File: config.mk
export PLATFORM = sky130hd
export DESIGN_NAME = tohost_exit_unit
export DESIGN_NICKNAME = d
export VERILOG_FILES = /design/src/rtl/culsans_tohost_pkg.sv /design/src/rtl/tohost_char_fifo.sv /design/src/rtl/tohost_exit_unit.sv
export SDC_FILE = /design/constraint.sdc
export NUM_CORES = 1
export LEC_CHECK = 0
export BUFFER_PORTS_ARGS = -buffer_cell sky130_fd_sc_hd__buf_4
export CAP_MARGIN = 30
export CORE_MARGIN = 4
export CORE_UTILIZATION = 55
export CTS_CLUSTER_DIAMETER = 60
export DETAILED_ROUTE_END_ITERATION = 12
export HOLD_SLACK_MARGIN = 0.1
export PLACE_DENSITY_LB_ADDON = 0.1
export SYNTH_ARGS = -nofsm -noshare
export SYNTH_HDL_FRONTEND = slang
export SYNTH_SLANG_ARGS = --single-unit
export TNS_END_PERCENT = 10
File: constraint.sdc
create_clock -name clk_i -period 15.6 [get_ports clk_i]
set_input_delay 3.12 -clock clk_i [delete_from_list [all_inputs] [get_ports clk_i]]
set_output_delay 3.12 -clock clk_i [all_outputs]
set_load 0.05 [all_outputs]
File: src/rtl/culsans_tohost_pkg.sv
// culsans_tohost_pkg: address map, exit encodings and FSM state type for tohost_exit_unit.
package culsans_tohost_pkg;
    localparam int          SlotShift     = 3;
    localparam logic [7:0]  ConsoleOffset = 8'h80;
    localparam logic [31:0] ExitPass      = 32'h0000_0001;
    localparam logic [31:0] ExitTimeout   = 32'hFFFF_FFFF;
    localparam int          FifoDepth     = 4;

    typedef enum logic [1:0] {ST_RUN, ST_PASS, ST_FAIL, ST_TIMEOUT} state_e;

    function automatic logic [31:0] be_mask(input logic [3:0] be);
        return {{8{be[3]}}, {8{be[2]}}, {8{be[1]}}, {8{be[0]}}};
    endfunction
endpackage

File: src/rtl/tohost_char_fifo.sv
// tohost_char_fifo: 4-entry byte FIFO feeding the console stream (used only with TOHOST_CONSOLE_EN).
module tohost_char_fifo
    import culsans_tohost_pkg::*;
(
    input  logic       clk_i,
    input  logic       rst_i,
    input  logic       push_i,
    input  logic [7:0] data_i,
    input  logic       pop_i,
    output logic [7:0] data_o,
    output logic       full_o,
    output logic       empty_o
);
    logic [7:0] mem [FifoDepth];
    logic [1:0] wp, rp;
    logic [2:0] cnt;
    logic push_ok, pop_ok;

    assign full_o  = cnt == 3'(FifoDepth);
    assign empty_o = cnt == 3'd0;
    assign push_ok = push_i & ~full_o;
    assign pop_ok  = pop_i & ~empty_o;
    assign data_o  = empty_o ? 8'h00 : mem[rp];

    always_ff @(posedge clk_i) begin
        if (push_ok) mem[wp] <= data_i;
    end

    always_ff @(posedge clk_i or posedge rst_i) begin
        if (rst_i) begin
            wp  <= '0;
            rp  <= '0;
            cnt <= '0;
        end else begin
            if (push_ok) wp <= wp + 2'd1;
            if (pop_ok) rp <= rp + 2'd1;
            cnt <= cnt + 3'(push_ok) - 3'(pop_ok);
        end
    end
endmodule

File: src/rtl/tohost_exit_unit.sv
// tohost_exit_unit: per-core tohost slots deciding PASS/FAIL/TIMEOUT exit status.
// Define TOHOST_CONSOLE_EN to enable the console byte FIFO at offset 0x80.
module tohost_exit_unit
    import culsans_tohost_pkg::*;
#(
    parameter int          NumCores      = 2,
    parameter int unsigned TimeoutCycles = 0
) (
    input  logic        clk_i,
    input  logic        rst_i,
    input  logic        req_i,
    input  logic        we_i,
    input  logic [7:0]  addr_i,
    input  logic [63:0] wdata_i,
    input  logic [7:0]  be_i,
    output logic        gnt_o,
    output logic        rvalid_o,
    output logic [63:0] rdata_o,
    output logic [31:0] exit_o,
    output logic        char_valid_o,
    input  logic        char_ready_i,
    output logic [7:0]  char_data_o
);
    localparam logic [4:0]  NumSlots = 5'(NumCores);
    localparam logic [31:0] TmoLast  = TimeoutCycles == 0 ? 32'd0 : 32'(TimeoutCycles - 1);

    state_e state_q, state_d;
    logic [31:0] slots [8];
    logic [31:0] cur, merged, exit_d, cnt_q;
    logic [NumCores-1:0] done_q, done_d, sel;
    logic [2:0] idx;
    logic slot_hit, con_hit, fifo_full, slot_wr, evt, tmo;

    assign idx      = addr_i[SlotShift +: 3];
    assign slot_hit = addr_i[7:SlotShift] < NumSlots;
    assign con_hit  = addr_i[7:SlotShift] == ConsoleOffset[7:SlotShift];
    assign gnt_o    = req_i & ~(we_i & con_hit & fifo_full);
    assign cur      = slots[idx];
    assign merged   = (cur & ~be_mask(be_i[3:0])) | (wdata_i[31:0] & be_mask(be_i[3:0]));
    assign slot_wr  = gnt_o & we_i & slot_hit;
    assign evt      = slot_wr & be_i[0] & merged[0];
    assign tmo      = (TimeoutCycles != 0) && (cnt_q == TmoLast);

    always_comb begin
        state_d = state_q;
        exit_d  = exit_o;
        done_d  = done_q;
        for (int i = 0; i < NumCores; i++) sel[i] = idx == 3'(i);
        // an event in the timeout cycle takes priority over the watchdog
        if (state_q == ST_RUN) begin
            if (evt && merged[31:1] != '0) begin
                state_d = ST_FAIL;
                exit_d  = merged;
            end else if (evt) begin
                done_d = done_q | sel;
                state_d = &done_d ? ST_PASS : ST_RUN;
                exit_d  = &done_d ? ExitPass : exit_o;
            end else if (tmo) begin
                state_d = ST_TIMEOUT;
                exit_d  = ExitTimeout;
            end
        end
    end

    always_ff @(posedge clk_i or posedge rst_i) begin
        if (rst_i) begin
            state_q  <= ST_RUN;
            done_q   <= '0;
            exit_o   <= '0;
            cnt_q    <= '0;
            rvalid_o <= 1'b0;
            rdata_o  <= '0;
            for (int i = 0; i < 8; i++) slots[i] <= '0;
        end else begin
            state_q  <= state_d;
            done_q   <= done_d;
            exit_o   <= exit_d;
            rvalid_o <= gnt_o;
            rdata_o  <= (gnt_o & ~we_i & slot_hit) ? {32'b0, cur} : 64'b0;
            if (state_q == ST_RUN && cnt_q != '1) cnt_q <= cnt_q + 32'd1;
            if (slot_wr) slots[idx] <= merged;
        end
    end

`ifdef TOHOST_CONSOLE_EN
    logic fifo_empty;
    logic unused_bits;
    assign unused_bits = ^{be_i[7:4], wdata_i[63:32], addr_i[2:0]};
    assign char_valid_o = ~fifo_empty;

    tohost_char_fifo u_char_fifo (
        .clk_i  (clk_i),
        .rst_i  (rst_i),
        .push_i (gnt_o & we_i & con_hit & be_i[0]),
        .data_i (wdata_i[7:0]),
        .pop_i  (char_valid_o & char_ready_i),
        .data_o (char_data_o),
        .full_o (fifo_full),
        .empty_o(fifo_empty)
    );
`else
    logic unused_bits;
    assign unused_bits  = ^{be_i[7:4], wdata_i[63:32], addr_i[2:0], char_ready_i};
    assign fifo_full    = 1'b0;
    assign char_valid_o = 1'b0;
    assign char_data_o  = 8'h00;
`endif
endmodule

---- After elaboration in Yosys (flattened, before gate mapping) ----
Cells that the tools add are included.
storage, ports and cells
  flip-flop bits (word level) ............. 325
  input port bits ......................... 85
  output and inout port bits .............. 107
operators by class
  $lt $le $gt $ge ......................... 3
  equality and inequality tests ........... 1
  multiplexer cells ....................... 13
  bitwise gates (word level) .............. 14
  reduce and logical (&&, ||, !) cells .... 11
operators with widths
  operator              count
  $bwmux W256           1
  $mux W32              7
  $bmux W32 S3          1
  $demux W32 S3         1
  $and A32 B32 Y32      2
  $not A32 Y32          1
  $or A32 B32 Y32       1
  $reduce_bool A31 Y1   1
  $and A1 B1 Y1         6
  $reduce_and A3 Y1     2
  $lt A5 B2 Y1 const B  1
  $ge A4 B4 Y1 const B  1
  $lt A4 B1 Y1 const B  1
  $mux W2               2
  $not A3 Y4            1
  $reduce_and A2 Y1     2
  $reduce_bool A2 Y1    2
  $eq A3 B1 Y1 const B  1
  $logic_not A3 Y1      1
  $logic_and A1 B1 Y1   2
  $logic_not A2 Y1      1
  $not A1 Y1            2
  $or A2 B2 Y2          1
  $mux W1               1

---- Logic depth before layout (Yosys ltp) ----
Gate-level depths: netlist (run 1).
  depth in word-level cells ............... 10
  depth in mapped cells ................... 12
  gate-level depth less buffers ........... 7

---- Worst setup path before layout (run 1) ----
No wires, ideal clock.
  path kind ............................... input to output
  start ................................... input req_i
  end ..................................... output gnt_o
  arrival time ............................ 3.290 ns
  required time ........................... 12.480 ns
  slack ................................... 9.190 ns
  stages on the path ...................... 1
  buffers on the path ..................... 1
  path through ............................ buf_4
RTL lines
  what         RTL line                source
  from (decl)  tohost_exit_unit.sv:11  input logic req_i,
  to (decl)    tohost_exit_unit.sv:16  output logic gnt_o,
No word-level cell between the ends.

---- Worst setup path after layout (run 1) ----
  start ................................... input addr_i[3]
  end ..................................... register exit_o[8]
on the way
  word-level cells in the longest chain between the ends .. 10
  elaborated cells between the ends (all ways) .. 20
  classes of those cells .................. 1 x order compare; 1 x eq/ne; 4 x mux; 7 x bitwise; 7 x reduce/logical
ends and longest elaborated chain
  what                                                  RTL line                                        source
  from (decl)                                           tohost_exit_unit.sv:13                          input logic [7:0] addr_i,
  $not A3 Y4 (implied by the code)                      tohost_exit_unit.sv:38                          assign cur = slots[idx];
  $bmux W32 S3                                          tohost_exit_unit.sv:38
  $mux W32 (implied by the code) (2 in series)          tohost_exit_unit.sv:38
  $and A32 B32 Y32                                      tohost_exit_unit.sv:39                          assign merged = (cur & ~be_mask(be_i[3:0])) | (wdata_i[31:0] & be_mask(be_i[3:0]));
  $or A32 B32 Y32                                       tohost_exit_unit.sv:39
  $reduce_bool A31 Y1 or $and A1 B1 Y1 (tied branches)  tohost_exit_unit.sv:51, tohost_exit_unit.sv:41
  $logic_and A1 B1 Y1                                   tohost_exit_unit.sv:51                          if (evt && merged[31:1] != '0) begin
  $reduce_bool A2 Y1 (no source line)                   --
  $reduce_and A3 Y1 (no source line)                    --
  to (signal assigned)                                  tohost_exit_unit.sv:77                          exit_o <= exit_d;
  to (decl)                                             tohost_exit_unit.sv:19                          output logic [31:0] exit_o,
Several ways; a longest one is shown, not always the timed one. The select of a mux whose other input is x is not followed.
A chain may end at the register's enable or synchronous reset.

==> metrics.md, run 1 <==
| Metric | Value |
|---|---|
| Status | `completed` |
| DRC Markers | `0` |
| Synth warnings | `0` |
| Leak pwr | `~7.2 nW` |
| First-pass GRT wire length | `40.05 mm` |
| CTS Sinks | `325` |
| N_diodes | `0` |
| Synth Instances | `1055` |
| Netlist Area Pre-Place | `between 0.01 and 0.015 mm^2` |
| Startpoint types | `primary input` |
| Pin slew with the least headroom to its limit | `930.3 ps` |
| # Max-Cap Violations | `0` |
| Total GRT Usage | `19.29%` |
| Site Rows | `55` |
| M1 GR Usage | `approximately 29%` |
| Final instance area | `~0.014 mm^2` |
| Initial antenna violation count | `0` |
| Crit Path Max Fanout | `50` |
| GP Congestion | `a little over 0.7` |
| Post-DP Area | `about 0.013 mm^2` |
| Clk_lat worst skew | `~500 ps` |
| Starting density of the core | `56.68%` |
| Comb power frac | `around 7.2%` |
| Final TNS setup | `0 ps` |
| Clock skew | `between 10 and 15 ps` |
| Clk root buf | `clkbuf_16` |
| Vias/cell | `around 5.1` |
| Core area | `about 0.023 mm^2` |
| Worst Path Required | `15980 ps` |
| Clock Power Share | `46.6%` |
| FF+latch count, synth | `~330` |
| Avg Synthesized Cell Area | `12.31 um^2` |
| Antenna violation net count after detailed routing | `0` |
| Inserted Clock Buffers | `35` |
| GR Overflow Total | `0` |
| Cell Int Power | `about 0.0014 W` |
| Largest net degree at the start of global routing | `97` |
| I/O pin count | `approximately 190` |
| Final worst-path cycle share | `43.20%` |
| RSZ-0062 raised after global routing | `no` |
| TritonCTS clock tree | `built` |
| Die H | `between 150 and 200 um` |
| Vias | `approximately 6700` |
| Fill cell count | `between 1500 and 2000` |
| Clock transition at the registers of the reported paths | `roughly 60 ps` |
| Crit end category | `flop` |
| Peak Freq | `around 150 MHz` |
| Final setup vio count | `0` |
| CTS Buffer Depth | `3` |
| Setup Buffers After CTS | `0` |
| Data arrival time of the worst path | `just over 7000 ps` |
| H-tree Lvls | `2` |
| Final Hold Viols | `0` |
| Nets | `1056` |
| WL final | `between 20 and 25 mm` |
| Grt peak-use layer | `met2` |
| Port Buffers | `110` |
| Vias in the first global route | `roughly 7300` |
| GR Util met3 | `3.679%` |
| Sw frac | `a little under a quarter` |
| Die area | `0.02614 mm^2` |
| P&R area growth vs syn | `11.39%` |
| Post-cts hold buffer count | `0` |
| Reg area | `about 0.0081 mm^2` |
| Drt wl/cell | `roughly 19 um` |
| Post-layout min period | `between 6000 and 7000 ps` |
| Die W | `~160 um` |
| Grt met2 use | `between 30% and 40%` |
| Share of cells above drive strength 1 | `approximately 27%` |
| Hold Path Class | `flop to flop` |
| Post-DP HPWL | `15.47 mm` |
| Rel. slew slack | `between 30 and 40%` |
| Fin. max-slew vios | `0` |
| Yosys cell types | `37` |
| Multi-input logic area | `around 0.0037 mm^2` |
| Cell Pwr Density | `128.6 mW/mm^2` |
| Worst vdd ir | `~0.098 mV` |
| Sequential power share | `46.2%` |
| Number of detailed-route iterations in the first pass | `5` |
| Switching Power | `~0.00042 W` |
| First-iteration detailed-routing DRC count | `393` |
| Post-cts sizing count | `0` |
| Crit path kind | `primary input to flop` |
| Sequential share of the synthesized area | `between 60% and 70%` |
layer usage:
| metal | share of wire, % | routed length, um | vias up |
|---|---|---|---|
| met5 | 0 | 0 | - |
| met4 | 1.9 | 464 | 0 |
| met3 | 5.6 | 1374 | 37 |
| met2 | 47 | 11610 | 166 |
| met1 | 45 | 11140 | 3317 |
| li1 | - | - | 3179 |
final timing paths:
check	from	to	slack (ps)	cells after the start
setup / recovery	addr_i[3]	exit_o[8]	8860	11
hold / removal	slots[179]	slots[179]	370	0
min in group asynchronous	rst_i	slots[7]	2700	2
max in group asynchronous	rst_i	slots[46]	10660	4
hold reg to reg	slots[179]	slots[179]	370	0
setup reg to reg	slots[20]	exit_o[8]	12230	8
metrics by stage:
step	hold slack [ps]	power [W]	std cells	setup slack, ps	util (%)
after floorplan	422.1	0.0009812	1095	3482	-
after global placement	359.2	0.001009	1244	7910	57.48
after detailed placement	362.2	0.001011	1246	7898	57.68
after CTS	374.4	0.001886	1305	8401	63.01
after global routing	376.6	0.001935	1306	8614	63.13
final	368.9	0.001861	1306	8861	63.13
worst max-delay path, stage by stage:
cell and delay (ps):
buf_4 100, buf_16 290, buf_4 600, mux4_2 600, mux2i_1 250, o21a_1 240, nand4_1 160, nor4_1 660
a21boi_4 390, buf_4 350, mux2_2 300
power by group through the flow:
| stage | combinational, W | sequential [W] | clock [W] |
|---|---|---|---|
| 6_report | 0.000135 | 0.000860 | 0.000867 |
| 5_1_grt | 0.000146 | 0.000861 | 0.000928 |
| 4_1_cts | 0.000137 | 0.000860 | 0.000889 |
| 3_5_place_dp | 0.000136 | 0.000875 | 0 |
| 3_3_place_gp | 0.000134 | 0.000875 | 0 |
| 2_1_floorplan | 0.0000889 | 0.000892 | 0 |
placed cells by master (no fill, tap or decap), types with 2 or more instances in the layout:
| cell type | n |
|---|---|
| a22o_1 | 12 |
| a31o_2 | 2 |
| and2_1 | 6 |
| buf_16 | 2 |
| buf_4 | 120 |
| bufinv_16 | 6 |
| clkbuf_1 | 4 |
| clkbuf_16 | 37 |
| clkbuf_8 | 4 |
| clkinv_2 | 6 |
| clkinvlp_4 | 2 |
| conb_1 | 41 |
| dfrtp_1 | 325 |
| inv_1 | 2 |
| mux2_2 | 39 |
| mux2i_1 | 70 |
| mux4_2 | 40 |
| nand2_1 | 116 |
| nand2_2 | 2 |
| nand4_1 | 6 |
| nand4b_1 | 2 |
| nor2_1 | 22 |
| nor2b_1 | 3 |
| nor3_1 | 13 |
| nor4_1 | 2 |
| o21a_1 | 17 |
| o21ai_0 | 56 |
| o22ai_1 | 11 |
| o31a_1 | 8 |
| o31ai_1 | 4 |
layout make-up:
type                            instances  area share, %
Multi-Input combinational cell        483          25.76
Sequential cell                       325          56.21
Tap cell                              313          2.707
Inverter                                3         0.1297
Clock buffer                           45          6.884
Clock inverter                         14          1.557
Timing Repair Buffer                  123          6.746
cells by family (layout without fill, tap and decap cells):
family / count (synthesis) / in the layout / synth area share [%]
muxes: 151 / 151 / 15.91
AOI/OAI and AO/OA: 114 / 114 / 5.712
other: 1 / 41 / 0.02887
DFF: 325 / 325 / 62.61
buffers and inverters: 287 / 185 / 9.941
and+or+nand+nor: 177 / 177 / 5.789
registers in the layout, summed over array words and instances (netlist names):
signal	flops
done_q	2
exit_o	32
rdata_o	32
rvalid_o	1
slots	256
state_q	2
Yosys cell counts (all sizes together):
library cell / instances / share of area (%)
dfrtp: 325 / 63
mux4: 40 / 6.9
a41o: 1 / 0.077
and2: 6 / 0.29
a211o: 1 / 0.067
nand4b: 2 / 0.13
mux2: 41 / 3.6
nand2: 118 / 3.4
nand3: 1 / 0.038
clkbuf: 221 / 6.4
mux2i: 70 / 5.4
a21boi: 1 / 0.087
nor2b: 3 / 0.14
a31o: 2 / 0.13
o22ai: 12 / 0.63
buf: 63 / 3.5
o21a: 17 / 0.98
nor4: 3 / 0.19
o31a: 8 / 0.54
or4: 1 / 0.058
or2: 1 / 0.048
nand4: 6 / 0.29
inv: 3 / 0.087
nor2: 22 / 0.64
o31ai: 4 / 0.23
a22o: 12 / 0.81
conb: 1 / 0.029
nor3: 13 / 0.50
o21ai: 56 / 2.2
nand2b: 1 / 0.048
Note: power is estimated with default switching activity, not from simulation.
==> run 2: changes to the inputs <==
ABC_AREA = 1   (was not set)
CORE_UTILIZATION = 52   (was 55)
clock period = 5.7 ns   (was 15.6 ns; I/O delays follow)
==> metrics.md, run 2 <==
| Metric | Value |
|---|---|
| Status | `completed` |
| Die area | `0.02958 mm^2` |
| Core Util, Final | `between 50% and 60%` |
| Crit path kind | `primary input to flop` |
| Commonest non-fill, non-tap cells in the layout | `519 x nand2_1, 325 x dfrtp_1, 143 x nand3_1` |
| # Max-Cap Violations | `0` |
| I/O pin count | `192` |
| Post-cts sizing count | `0` |
| DRC Markers | `0` |
| Cell Pwr Density | `~330 mW/mm^2` |
| Clock skew | `~16 ps` |
| Site Rows | `between 50 and 60` |
| Post-cts hold buffer count | `0` |
| Number of detailed-route iterations in the first pass | `7` |
| Top FF cell, synth | `dfrtp_1` |
| Worst path most repeated cell | `nand2_1` |
| Total GRT Usage | `between 20% and 30%` |
| Peak Freq | `between 200 and 300 MHz` |
| Post-layout min period | `around 4000 ps` |
| Hold Path Class | `flop to flop` |
| Post-synth top cells | `521 x nand2_1, 325 x dfrtp_1, 217 x clkbuf_1, 143 x nand3_1, 123 x inv_1` |
| Crit end category | `flop` |
| Area contributors post-synth | `dfrtp_1 58%, nand2_1 14%, clkbuf_1 5.8%, nand3_1 5.1%, inv_1 3.3%` |
| Final worst-path cycle share | `between 60% and 70%` |
| Final Hold Viols | `0` |
| P&R area growth vs syn | `8.321%` |
| Synth warnings | `0` |
| CTS Buffer Depth | `3` |
| Sequential share of the synthesized area | `approximately 58%` |
| N_diodes | `0` |
| Drt wl/cell | `approximately 16 um` |
| Synth Instances | `1653` |
| CTS Sinks | `roughly 330` |
| First-pass GRT wire length | `approximately 50 mm` |
| Largest net degree at the start of global routing | `approximately 140` |
| Rel. slew slack | `roughly two fifths` |
| Asr flop ratio synth | `100.0%` |
| Final setup vio count | `0` |
| Data arrival time of the worst path | `4420 ps` |
| Commonest non-fill, non-tap cell in the layout | `nand2_1` |
| Die H | `between 150 and 200 um` |
| EDFF count, synth | `0` |
| Leak pwr | `~8 nW` |
| CP cell instances | `buf_4 -> inv_6 -> nor2_2 -> buf_4 -> nand2_1 -> nand3_1 -> nand2_1 -> nand2_1 -> nand2_1 -> nand2_1 -> nor2_1 -> nand2_1 -> nor2_2 -> nand2_2 -> buf_4 -> nand4_1 -> nand2_1` |
| Avg Synthesized Cell Area | `8.460 um^2` |
| Total power | `between 0.004 and 0.005 W` |
| Antenna violation net count after detailed routing | `0` |
| Post-DP HPWL | `~19 mm` |
| Fin. max-slew vios | `0` |
| GP Congestion | `0.7590` |
| Inserted Clock Buffers | `36` |
| Delay of the slowest cell on the worst path | `460 ps` |
| GR Overflow Total | `0` |
| Area leader, netlist | `dfrtp_1` |
| Crit Path Max Fanout | `56` |
| DP Cell Count | `1845` |
| Nets | `1633` |
| Largest register FFs | `about 260` |
| Initial antenna violation count | `0` |
| Vias | `9472` |
| Share of cells above drive strength 1 | `13.96%` |
| Vias/cell | `about 5.0` |
| Finished Layout Cells | `1904` |
| H-tree Lvls | `2` |
| Yosys cell types | `28` |
| Clock transition at the registers of the reported paths | `approximately 60 ps` |
| WL final | `slightly above 30 mm` |
| Vias in the first global route | `~9300` |
| Startpoint types | `primary input` |
| Top flop regs | `slots (256), exit_o (32), rdata_o (32)` |
| Most instantiated library cell after synthesis | `nand2_1` |
| R2r worst-path depth | `15` |
| Setup Buffers After CTS | `0` |
| Clk root buf | `clkbuf_16` |
| Worst Path Required | `a little over 6000 ps` |
| Clk_lat worst skew | `roughly 500 ps` |
| Port Buffers | `110` |
| TritonCTS clock tree | `built` |
| Worst Hold Depth | `0` |
| FF+latch count, synth | `around 330` |
| Share of the synthesized area in the top cell type | `slightly below 60%` |
| Final TNS setup | `0 ps` |
| Post-DP Area | `around 0.014 mm^2` |
| Pin slew with the least headroom to its limit | `about 900 ps` |
| Slowest CP cell | `nor2_2` |
| Worst vdd ir | `between 0.15 and 0.2 mV` |
| Starting density of the core | `53.21%` |
| Register with the most flip-flops | `slots` |
| Final instance area | `around 0.015 mm^2` |
| First-iteration detailed-routing DRC count | `between 700 and 800` |
| Core area | `about 0.026 mm^2` |
| Die W | `about 170 um` |
| RSZ-0062 raised after global routing | `no` |
| Netlist Area Pre-Place | `roughly 0.014 mm^2` |
[run 2: final cells by class]
type | count | area (um^2)
fill | 2378 | 11130
sequential | 325 | 8133
clock inverter | 3 | 18.77
clock buffer | 56 | 1077
inverter | 125 | 478.0
multi-input combinational | 933 | 4024
tap | 335 | 419.2
timing repair buffer | 127 | 998.5
[run 2: metrics by stage]
stage                     setup WS (ps)  hold slack, ps
after floorplan                   223.3           421.4
after global placement             1155           360.2
after detailed placement           1167           361.6
after CTS                          1687           375.8
final                              1727           372.1
after global routing               1456           380.2
[run 2: logic make-up (layout without fill, tap and decap cells)]
kind of cell	after synthesis	after routing	share of synthesized area (%)
AOI/OAI and AO/OA	96	96	3.516
buffers and inverters	435	311	14.20
DFF	325	325	58.16
other	1	41	0.02682
and+or+nand+nor	796	796	24.10
[run 2: power breakdown]
part	switching, W	leakage, nW	internal, W	total (W)
sequential	0.0000324	4.48	0.00237	0.00240
combinational	0.000295	2.98	0.000110	0.000405
clock	0.000889	0.538	0.00129	0.00218
[run 2: final timing paths]
| path | end | start | slack, ps |
|---|---|---|---|
| max | exit_o[21] | addr_i[3] | 1730 |
| min | slots[17] | slots[17] | 370 |
| max reg2reg | exit_o[25] | slots[145] | 3280 |
| min reg2reg | slots[17] | slots[17] | 370 |
| max in group asynchronous | slots[49] | rst_i | 3690 |
| min in group asynchronous | slots[66] | rst_i | 790 |
[run 2: routing by layer]
| metal | share of wire [%] | GRT usage (%) | up-vias |
|---|---|---|---|
| li1 | - | - | 4673 |
| met5 | 0 | 0 | - |
| met4 | 2.1 | 5.844 | 0 |
| met3 | 5.7 | 3.567 | 54 |
| met2 | 46 | 33.15 | 263 |
| met1 | 47 | 31.50 | 4482 |
[run 2: worst max-delay path, delay by kind of cell]
kind,cells,cell delay (ps)
simple gates,13,1720
buf+inv,4,1470
